<file path="config.mk">
export PLATFORM = sky130hd
export DESIGN_NAME = knob_quadrature_decoder
export DESIGN_NICKNAME = d
export VERILOG_FILES = /design/src/rtl/knob_quadrature_decoder.sv
export SDC_FILE = /design/constraint.sdc
export NUM_CORES = 1
export LEC_CHECK = 0
export ABC_AREA = 1
export ABC_CLOCK_PERIOD_IN_PS = 1900
export CELL_PAD_IN_SITES_DETAIL_PLACEMENT = 1
export CELL_PAD_IN_SITES_GLOBAL_PLACEMENT = 2
export CORE_MARGIN = 1
export CORE_UTILIZATION = 36
export CTS_CLUSTER_SIZE = 8
export DETAILED_ROUTE_END_ITERATION = 6
export GPL_ROUTABILITY_DRIVEN = 0
export HOLD_SLACK_MARGIN = 0.06
export PLACE_DENSITY_LB_ADDON = 0.2
export SLEW_MARGIN = 20
export SYNTH_ARGS = -nofsm -noshare
export SYNTH_HDL_FRONTEND = slang
export SYNTH_SLANG_ARGS = --single-unit
</file>
<file path="constraint.sdc">
create_clock -name clock -period 1.9 [get_ports clock]
set_input_delay 0.19 -clock clock [delete_from_list [all_inputs] [get_ports clock]]
set_output_delay 0.19 -clock clock [all_outputs]
set_load 0.03 [all_outputs]
</file>
<file path="src/rtl/knob_quadrature_decoder.sv">
// Turns the raw two-phase quadrature signals into one-cycle up/down notch pulses.
// Path: two-flop synchroniser, per-phase debounce filter, Gray-code step
// decode, and a signed sub-step accumulator.
// Illegal transitions (both phases changing together) raise a one-cycle err.
// For the first three cycles after reset the filtered phases load the
// synchronised inputs directly. The input position present at reset therefore
// never produces a step.
module knob_quadrature_decoder #(
    parameter int DEBOUNCE        = 4,
    parameter int STEPS_PER_NOTCH = 4
) (
    input  logic clock,
    input  logic reset_n,
    input  logic quad_a,
    input  logic quad_b,
    output logic up,
    output logic down,
    output logic err
);

    localparam logic [3:0]        CNT_LAST = 4'(DEBOUNCE - 1);
    localparam logic signed [3:0] ACC_MAX  = 4'(STEPS_PER_NOTCH - 1);
    localparam logic signed [3:0] ACC_MIN  = -ACC_MAX;

    typedef enum logic {
        ST_INIT = 1'b0,
        ST_RUN  = 1'b1
    } state_t;

    state_t            r_state;
    state_t            w_state_nxt;
    logic [1:0]        r_init_cnt;

    logic              r_a_meta;
    logic              r_a_sync;
    logic              r_b_meta;
    logic              r_b_sync;

    logic              r_fa;
    logic              r_fb;
    logic [3:0]        r_cnt_a;
    logic [3:0]        r_cnt_b;
    logic [1:0]        r_f_prev;
    logic signed [3:0] r_acc;

    logic              r_up;
    logic              r_down;
    logic              r_err;

    logic [4:0]        w_deb_a;
    logic [4:0]        w_deb_b;
    logic [1:0]        w_step;
    logic              w_inc;
    logic              w_dec;
    logic              w_ill;

    // Gray position index along the clockwise sequence 00,01,11,10.
    function automatic logic [1:0] gray_idx(input logic [1:0] g);
        return {g[1], g[1] ^ g[0]};
    endfunction

    // One debounce update, packed as {filtered, counter}.
    function automatic logic [4:0] debounce(input logic s, input logic f,
                                            input logic [3:0] cnt);
        logic [4:0] res;
        if (s == f) begin
            res = {f, 4'd0};
        end else if (cnt == CNT_LAST) begin
            res = {s, 4'd0};
        end else begin
            res = {f, cnt + 4'd1};
        end
        return res;
    endfunction

    // Two-flop synchroniser for each raw phase.
    always_ff @(posedge clock or negedge reset_n) begin
        if (!reset_n) begin
            r_a_meta <= 1'b0;
            r_a_sync <= 1'b0;
            r_b_meta <= 1'b0;
            r_b_sync <= 1'b0;
        end else begin
            r_a_meta <= quad_a;
            r_a_sync <= r_a_meta;
            r_b_meta <= quad_b;
            r_b_sync <= r_b_meta;
        end
    end

    // FSM state register and INIT cycle counter.
    always_ff @(posedge clock or negedge reset_n) begin
        if (!reset_n) begin
            r_state    <= ST_INIT;
            r_init_cnt <= 2'd0;
        end else begin
            r_state <= w_state_nxt;
            if (r_state == ST_INIT) begin
                r_init_cnt <= r_init_cnt + 2'd1;
            end
        end
    end

    // Next state: leave INIT after its third cycle; RUN is terminal.
    always_comb begin
        w_state_nxt = r_state;
        if (r_state == ST_INIT && r_init_cnt == 2'd2) begin
            w_state_nxt = ST_RUN;
        end
    end

    // Debounce candidates and step decode of the filtered phase pair.
    always_comb begin
        w_deb_a = debounce(r_a_sync, r_fa, r_cnt_a);
        w_deb_b = debounce(r_b_sync, r_fb, r_cnt_b);
        w_step  = gray_idx({r_fa, r_fb}) - gray_idx(r_f_prev);
        w_inc   = 1'b0;
        w_dec   = 1'b0;
        w_ill   = 1'b0;
        if (r_state == ST_RUN) begin
            w_inc = (w_step == 2'd1);
            w_dec = (w_step == 2'd3);
            w_ill = (w_step == 2'd2);
        end
    end

    // Filtered phases, debounce counters and previous-pair register.
    always_ff @(posedge clock or negedge reset_n) begin
        if (!reset_n) begin
            r_fa     <= 1'b0;
            r_fb     <= 1'b0;
            r_cnt_a  <= 4'd0;
            r_cnt_b  <= 4'd0;
            r_f_prev <= 2'b00;
        end else if (r_state == ST_INIT) begin
            r_fa     <= r_a_sync;
            r_fb     <= r_b_sync;
            r_cnt_a  <= 4'd0;
            r_cnt_b  <= 4'd0;
            r_f_prev <= {r_a_sync, r_b_sync};
        end else begin
            r_fa     <= w_deb_a[4];
            r_cnt_a  <= w_deb_a[3:0];
            r_fb     <= w_deb_b[4];
            r_cnt_b  <= w_deb_b[3:0];
            r_f_prev <= {r_fa, r_fb};
        end
    end

    // Sub-step accumulator and the registered single-cycle event pulses.
    always_ff @(posedge clock or negedge reset_n) begin
        if (!reset_n) begin
            r_acc  <= 4'sd0;
            r_up   <= 1'b0;
            r_down <= 1'b0;
            r_err  <= 1'b0;
        end else begin
            r_up   <= 1'b0;
            r_down <= 1'b0;
            r_err  <= 1'b0;
            if (r_state == ST_INIT) begin
                r_acc <= 4'sd0;
            end else if (w_ill) begin
                r_err <= 1'b1;
                r_acc <= 4'sd0;
            end else if (w_inc) begin
                if (r_acc == ACC_MAX) begin
                    r_up  <= 1'b1;
                    r_acc <= 4'sd0;
                end else begin
                    r_acc <= r_acc + 4'sd1;
                end
            end else if (w_dec) begin
                if (r_acc == ACC_MIN) begin
                    r_down <= 1'b1;
                    r_acc  <= 4'sd0;
                end else begin
                    r_acc <= r_acc - 4'sd1;
                end
            end
        end
    end

    assign up   = r_up;
    assign down = r_down;
    assign err  = r_err;

endmodule

</file>
# --- Word-level counts from Yosys, hierarchy flattened ---
# Index checks and enable logic that the tools add are counted.
totals:
  reg_bits: 26
  out_inout_bits: 3
  input_bits: 4
  n_memories: 0
  romBits: 0
  ram_bits: 0
  latchBits: 0
  wordCells: 71
classes:
  bitwise: 3
  n_lt_le_gt_ge: 0
  reduce_logical: 3
  div_mod_pow: 0
  n_addsub: 6
  n_mux: 29
  n_mul: 0
  eq_ne: 15
  n_shift: 0
ops:
  columns: ["op", "n"]
  rows:
  - ["$mux W4", 8]
  - ["$mux W5", 4]
  - ["$mux W1", 16]
  - ["$add A4 B1 Y4 const B", 2]
  - ["$eq A4 B2 Y1 const B", 2]
  - ["$eq A4 B3 Y1 const B", 2]
  - ["$eq A2 B2 Y1 const B", 3]
  - ["$add A4 B2 Y4 const B", 1]
  - ["$ne A2 B1 Y1 const B", 2]
  - ["$ne A2 B2 Y1 const B", 2]
  - ["$ne A4 B1 Y1 const B", 1]
  - ["$reduce_and A2 Y1", 2]
  - ["$sub A4 B2 Y4 const B", 1]
  - ["$add A2 B1 Y2 const B", 1]
  - ["$eq A1 B1 Y1", 2]
  - ["$eq A2 B1 Y1 const B", 1]
  - ["$mux W2", 1]
  - ["$sub A2 B2 Y2", 1]
  - ["$xor A1 B1 Y1", 2]
  - ["$logic_and A1 B1 Y1", 1]
  - ["$not A1 Y1", 1]

# --- Depth between registers and ports, before layout ---
depth:
  ltp_word: 8
  depth_mapped: 11

# --- Worst setup path after synthesis ---
# OpenSTA, ideal clock, no wires.
synth_path:
  path_type: "reg-to-reg"
  startpoint: "register r_fa"
  endpoint: "register r_acc[0]"
  setup_ns: 0.117
  path_buffers: 1
  slack_ns: 0.435
  arrival_ns: 1.348
  synth_period_minus_slack_ns: 1.465
  path_stages_with_launch: 12
  required_ns: 1.783
  cell_sequence: "dfrtp_1 > xnor2_1 > ha_1 > inv_1 > nand2_1 > nand2_1 > nand2_1 > nand2_2 > buf_6 > nand3_2 > nand3_1 > nand2_1"
synth_via:
  elab_chain_cells: 7
synth_rtl:
  columns: ["item", "line_no", "rtl"]
  rows:
  - ["from (decl)", "39", "logic r_fa;"]
  - ["from (signal assigned)", "136", "r_fa <= r_a_sync;"]
  - ["from (signal assigned)", "142", "r_fa <= w_deb_a[4];"]
  - ["$xor A1 B1 Y1", "59", "return {g[1], g[1] ^ g[0]};"]
  - ["$sub A2 B2 Y2 (*)", "116", "w_step = gray_idx({r_fa, r_fb}) - gray_idx(r_f_prev);"]
  - ["$eq A2 B1 Y1", "121", "w_inc = (w_step == 2'd1);"]
  - ["$mux W1", "120", "if (r_state == ST_RUN) begin"]
  - ["$mux W4", "166", "end else if (w_inc) begin"]
  - ["$mux W4", "163", "end else if (w_ill) begin"]
  - ["$mux W4", "161", "if (r_state == ST_INIT) begin"]
  - ["to (signal assigned)", "171", "r_acc <= r_acc + 4'sd1;"]
  - ["to (signal assigned)", "178", "r_acc <= r_acc - 4'sd1;"]
  - ["to (decl)", "44", "logic signed [3:0] r_acc;"]
# Every way passes the cells marked *; elsewhere a longest branch is shown, timed or not.
# A chain may end at the register's enable or synchronous reset.

# --- Final worst setup path ---
layout_path:
  startpoint: "register r_fa"
  endpoint: "register r_acc[3]"
# Same word-level chain as after synthesis.

==> run summary <==
For the pin with the worst max-slew slack, the measured transition is 0.336 ns. Power comes to 2.40 mW. The tools report the sort of element at the end of the critical path as a register.

The time the worst path needs with I/O delays and setup is 1.65 ns, and the part of the power in the clock network is 0.094. During I/O placement, the number of pins put on the boundary was 7. Setup violations remaining at the end of the flow were counted as 0. The cell type contributing the most total cell area after synthesis was dfrtp_1. The cell at the root of the clock tree was clkbuf_4. In this run the worst hold path is classified as input pin to asynchronous set/reset pin. The share of power burned in registers came out at 0.364.

The category of the critical setup timing path is register to register. After technology mapping, the gate count stands at 136. Cell internal power was estimated by the tool at 1.28 mW.

The final layout contains 157 nets. The total area inside the core boundary comes to 3340 sq um. For the number of antenna violations at the first check in global routing, the log shows 0.

The number of buffers inserted for hold repair after clock tree synthesis came out at 0. The logs give 1 for the depth of the CTS H-tree and 901 for the detailed-route via count. The total global routing overflow was 0; the setup skew after layout was 0.00209 ns.

When the netlist entered floorplanning its net count stood at 147. The global-route total usage across every layer was 0.152. For the number of unique standard cell types used by synthesis, the log shows 21. For the worst-skew pair, the clock arrives at the later sink with an insertion delay of 0.31 ns.

The remaining max-slew budget at the tightest pin was 0.776. The tools report the largest net degree at the start of global routing as 27. The switching fraction of total power came out at 0.467. The via count of the first global-routing pass was 909. Before CTS, the worst setup slack after placement is 0.252 ns. The floorplan step set the die width to 61.1 um. The final cycle utilization of the critical path was 0.869; the upper clock frequency limit was 606 MHz.

Post-CTS repair changed the size of 0 cells. The count of endpoints failing hold in the final timing report is 0. The count of buffers from port buffering is 6. Share of the synthesized area in the top cell type: 0.517. The logs give 0.687 nW for the leakage power total and 402 for the filler cell count. The met3 routed wirelength is 47 um. The post-synthesis compound-gate area fraction was 0.0408; the placed wire-length estimate after detailed placement was 1.82 mm.

The xor-xnor portion of the synthesized cell area works out to 0.0697. Top layer reached by signal wires: met4. Power spread over the standard cell area amounts to 1720 nW/um^2. In the final routing, the length of wire on met1 measures 1.10 mm. The ratio of routed vias to standard cells works out to 4.74. Main combinational cell family by area after synthesis: simple AND/OR/NAND/NOR gates. The logs give 1.12 mW for the switching power total and 0 for the number of design rule violations left after detail routing. Adder-cell area share of the yosys netlist: 0.0697. Type of element launching the critical path: a register. The die is 61.1 um tall. Data arrives at the worst endpoint at 1.92 ns.

Sorting the synthesized cells by area gives the leading types as dfrtp_1, nand2_1, ha_1, nand3_1, nor2_1. The share of post-route cells with drive strength above 1 was 0.104; the floorplan row count was 21. Clock-pin slew was measured on the worst setup and hold paths at 0.13 ns.

The share of the yosys chip area belonging to registers is 0.517, and the peak supply drop is 653 uV. The tools report the number of pins exceeding their max-slew limit in the final report as 0. Effective utilization at floorplan: 0.377.

The clock net in this run drives a total of 26 sinks. The layout overhead on the synthesized area was 10.6%. The number of max-cap violations is 0, and the buffer count from post-CTS setup fixing is 0.

The library cell used most frequently in the layout, excluding fill and tap cells, is nand2_1. After synthesis, the mean cell area works out to 9.25 sq um. The count of state elements after synthesis was 26. TritonCTS built the clock tree. The die covers 3730 sq um.

The tools report the count of routing violations after the opening detailed-route iteration as 28. Setup slack on the critical path of the routed design comes to 0.249 ns. The number of cells on the worst reg-to-reg path is 11.

The flow ran to the end, and the final reports show no timing, DRC or antenna violations. The number of warnings issued by yosys was 0; the total wirelength of the detailed-routed design was 2.40 mm. After routing, the total negative slack on setup checks comes to 0 ns.

The library cells used most frequently in the layout, excluding fill and tap cells, are nand2_1, dfrtp_1, nand3_1, nor2_1, inv_1. Setup repair after global routing left no endpoint under its margin. The total met2 wirelength after detailed routing is 1.23 mm, and the per-cell routed wire length is 12.6 um. The share of synthesized cell area in and, or, nand and nor gates was 0.241. Share of synthesized area spent on multiplexers: 0.

The number of buffers created by CTS was 3. The combinational power share is 0.542, and the count of inserted antenna diode cells is 0. Once detail routing completed, the nets flagged for antenna violations numbered 0. The first global-routing pass estimated 4.02 mm of wire. The longest clock path from root to sink contains 2 buffers. The cell area that synthesis handed to floorplanning was 1260 sq um. For the worst path required time, the log shows 2.17 ns. For this run, the detailed router's first-pass iteration total came to 2.

Along the worst path, the maximum fanout reaches 13.
==> synth_stat cells <==
cell     number
nand2_1      28
or2_2         2
nand2_2       1
o21ai_0       4
inv_2         3
xnor2_1       4
o21ai_2       1
ha_1          7
buf_6         1
nand3_1      14
buf_2         2
a31oi_1       2
dfrtp_1      26
inv_1        12
nor2_1       14
a21oi_1       2
nor2_4        1
nor3_2        1
xor2_1        6
nand3_2       1
nand4_1       4
==> worst paths after layout <==
check / start / end / slack (ns)
setup / recovery: r_fa$_DFFE_PN0P_ / r_acc[3]$_DFFE_PN0P_ / 0.25
hold / removal: reset_n / r_cnt_a[0]$_DFF_PN0_ / 0.23
setup reg to reg: r_fa$_DFFE_PN0P_ / r_acc[3]$_DFFE_PN0P_ / 0.25
hold reg to reg: r_b_meta$_DFF_PN0_ / r_b_sync$_DFF_PN0_ / 0.37
max in group asynchronous: reset_n / r_f_prev[0]$_DFF_PN0_ / 1.42
min in group clock: quad_b / r_b_meta$_DFF_PN0_ / 0.30
==> through the flow <==
stage	cells	hold WS (ns)	util	instance area (sq um)
CTS	190	0.236	0.417	1390
global placement	187	0.334	0.410	1370
global route	190	0.232	0.417	1390
floorplan	136	-0.106	-	1260
finish	190	0.231	0.417	1390
detailed placement	187	0.341	0.410	1370
==> critical path: stages (launching register included) <==
cell and delay (ns):
dfrtp_1 0.46, xnor2_1 0.15, ha_1 0.22, inv_1 0.06
nand2_1 0.06, nand2_1 0.07, nand2_1 0.06, nand2_2 0.21
inv_1 0.10, nand2_1 0.07, nand3_1 0.06, nand2_1 0.06
==> power groups by stage <==
stage	clock network (mW)	logic [mW]	registers, mW
6_report	0.226	1.30	0.874
5_1_grt	0.271	1.50	0.891
4_1_cts	0.240	1.34	0.877
3_5_place_dp	0	1.33	0.890
3_3_place_gp	0	1.26	0.877
2_1_floorplan	0	1.10	0.856
==> layer usage <==
layer  vias up  GRT usage
li1        451          -
met1       438      0.179
met2         8      0.267
met3         4     0.0378
met4         0     0.0584
met5         -          0
==> kinds of logic after synthesis <==
family / Yosys count
adders and majority gates: 7
DFF: 26
xor gates and xnor gates: 10
AOI/OAI and AO/OA: 9
and+or+nand+nor: 66
buffers and inverters: 18
==> layout make-up <==
class	count	area, sq um	share of cell area
inverters	15	56.3	0.0405
repair buffers	8	75.1	0.0540
flip-flops and latches	26	651	0.468
multi-input cells	92	529	0.380
clock buffers	3	22.5	0.0162
well taps	46	57.6	0.0414
==> flip-flops by register name, indices dropped and copies added, names as in the netlist <==
name / cells
r_cnt_a: 4
up: 1
r_init_cnt: 2
r_b_meta: 1
r_acc: 4
r_f_prev: 2
down: 1
r_fa: 1
r_cnt_b: 4
r_fb: 1
r_state: 1
r_b_sync: 1
r_a_sync: 1
err: 1
r_a_meta: 1
(Power assumes the default switching activity.)
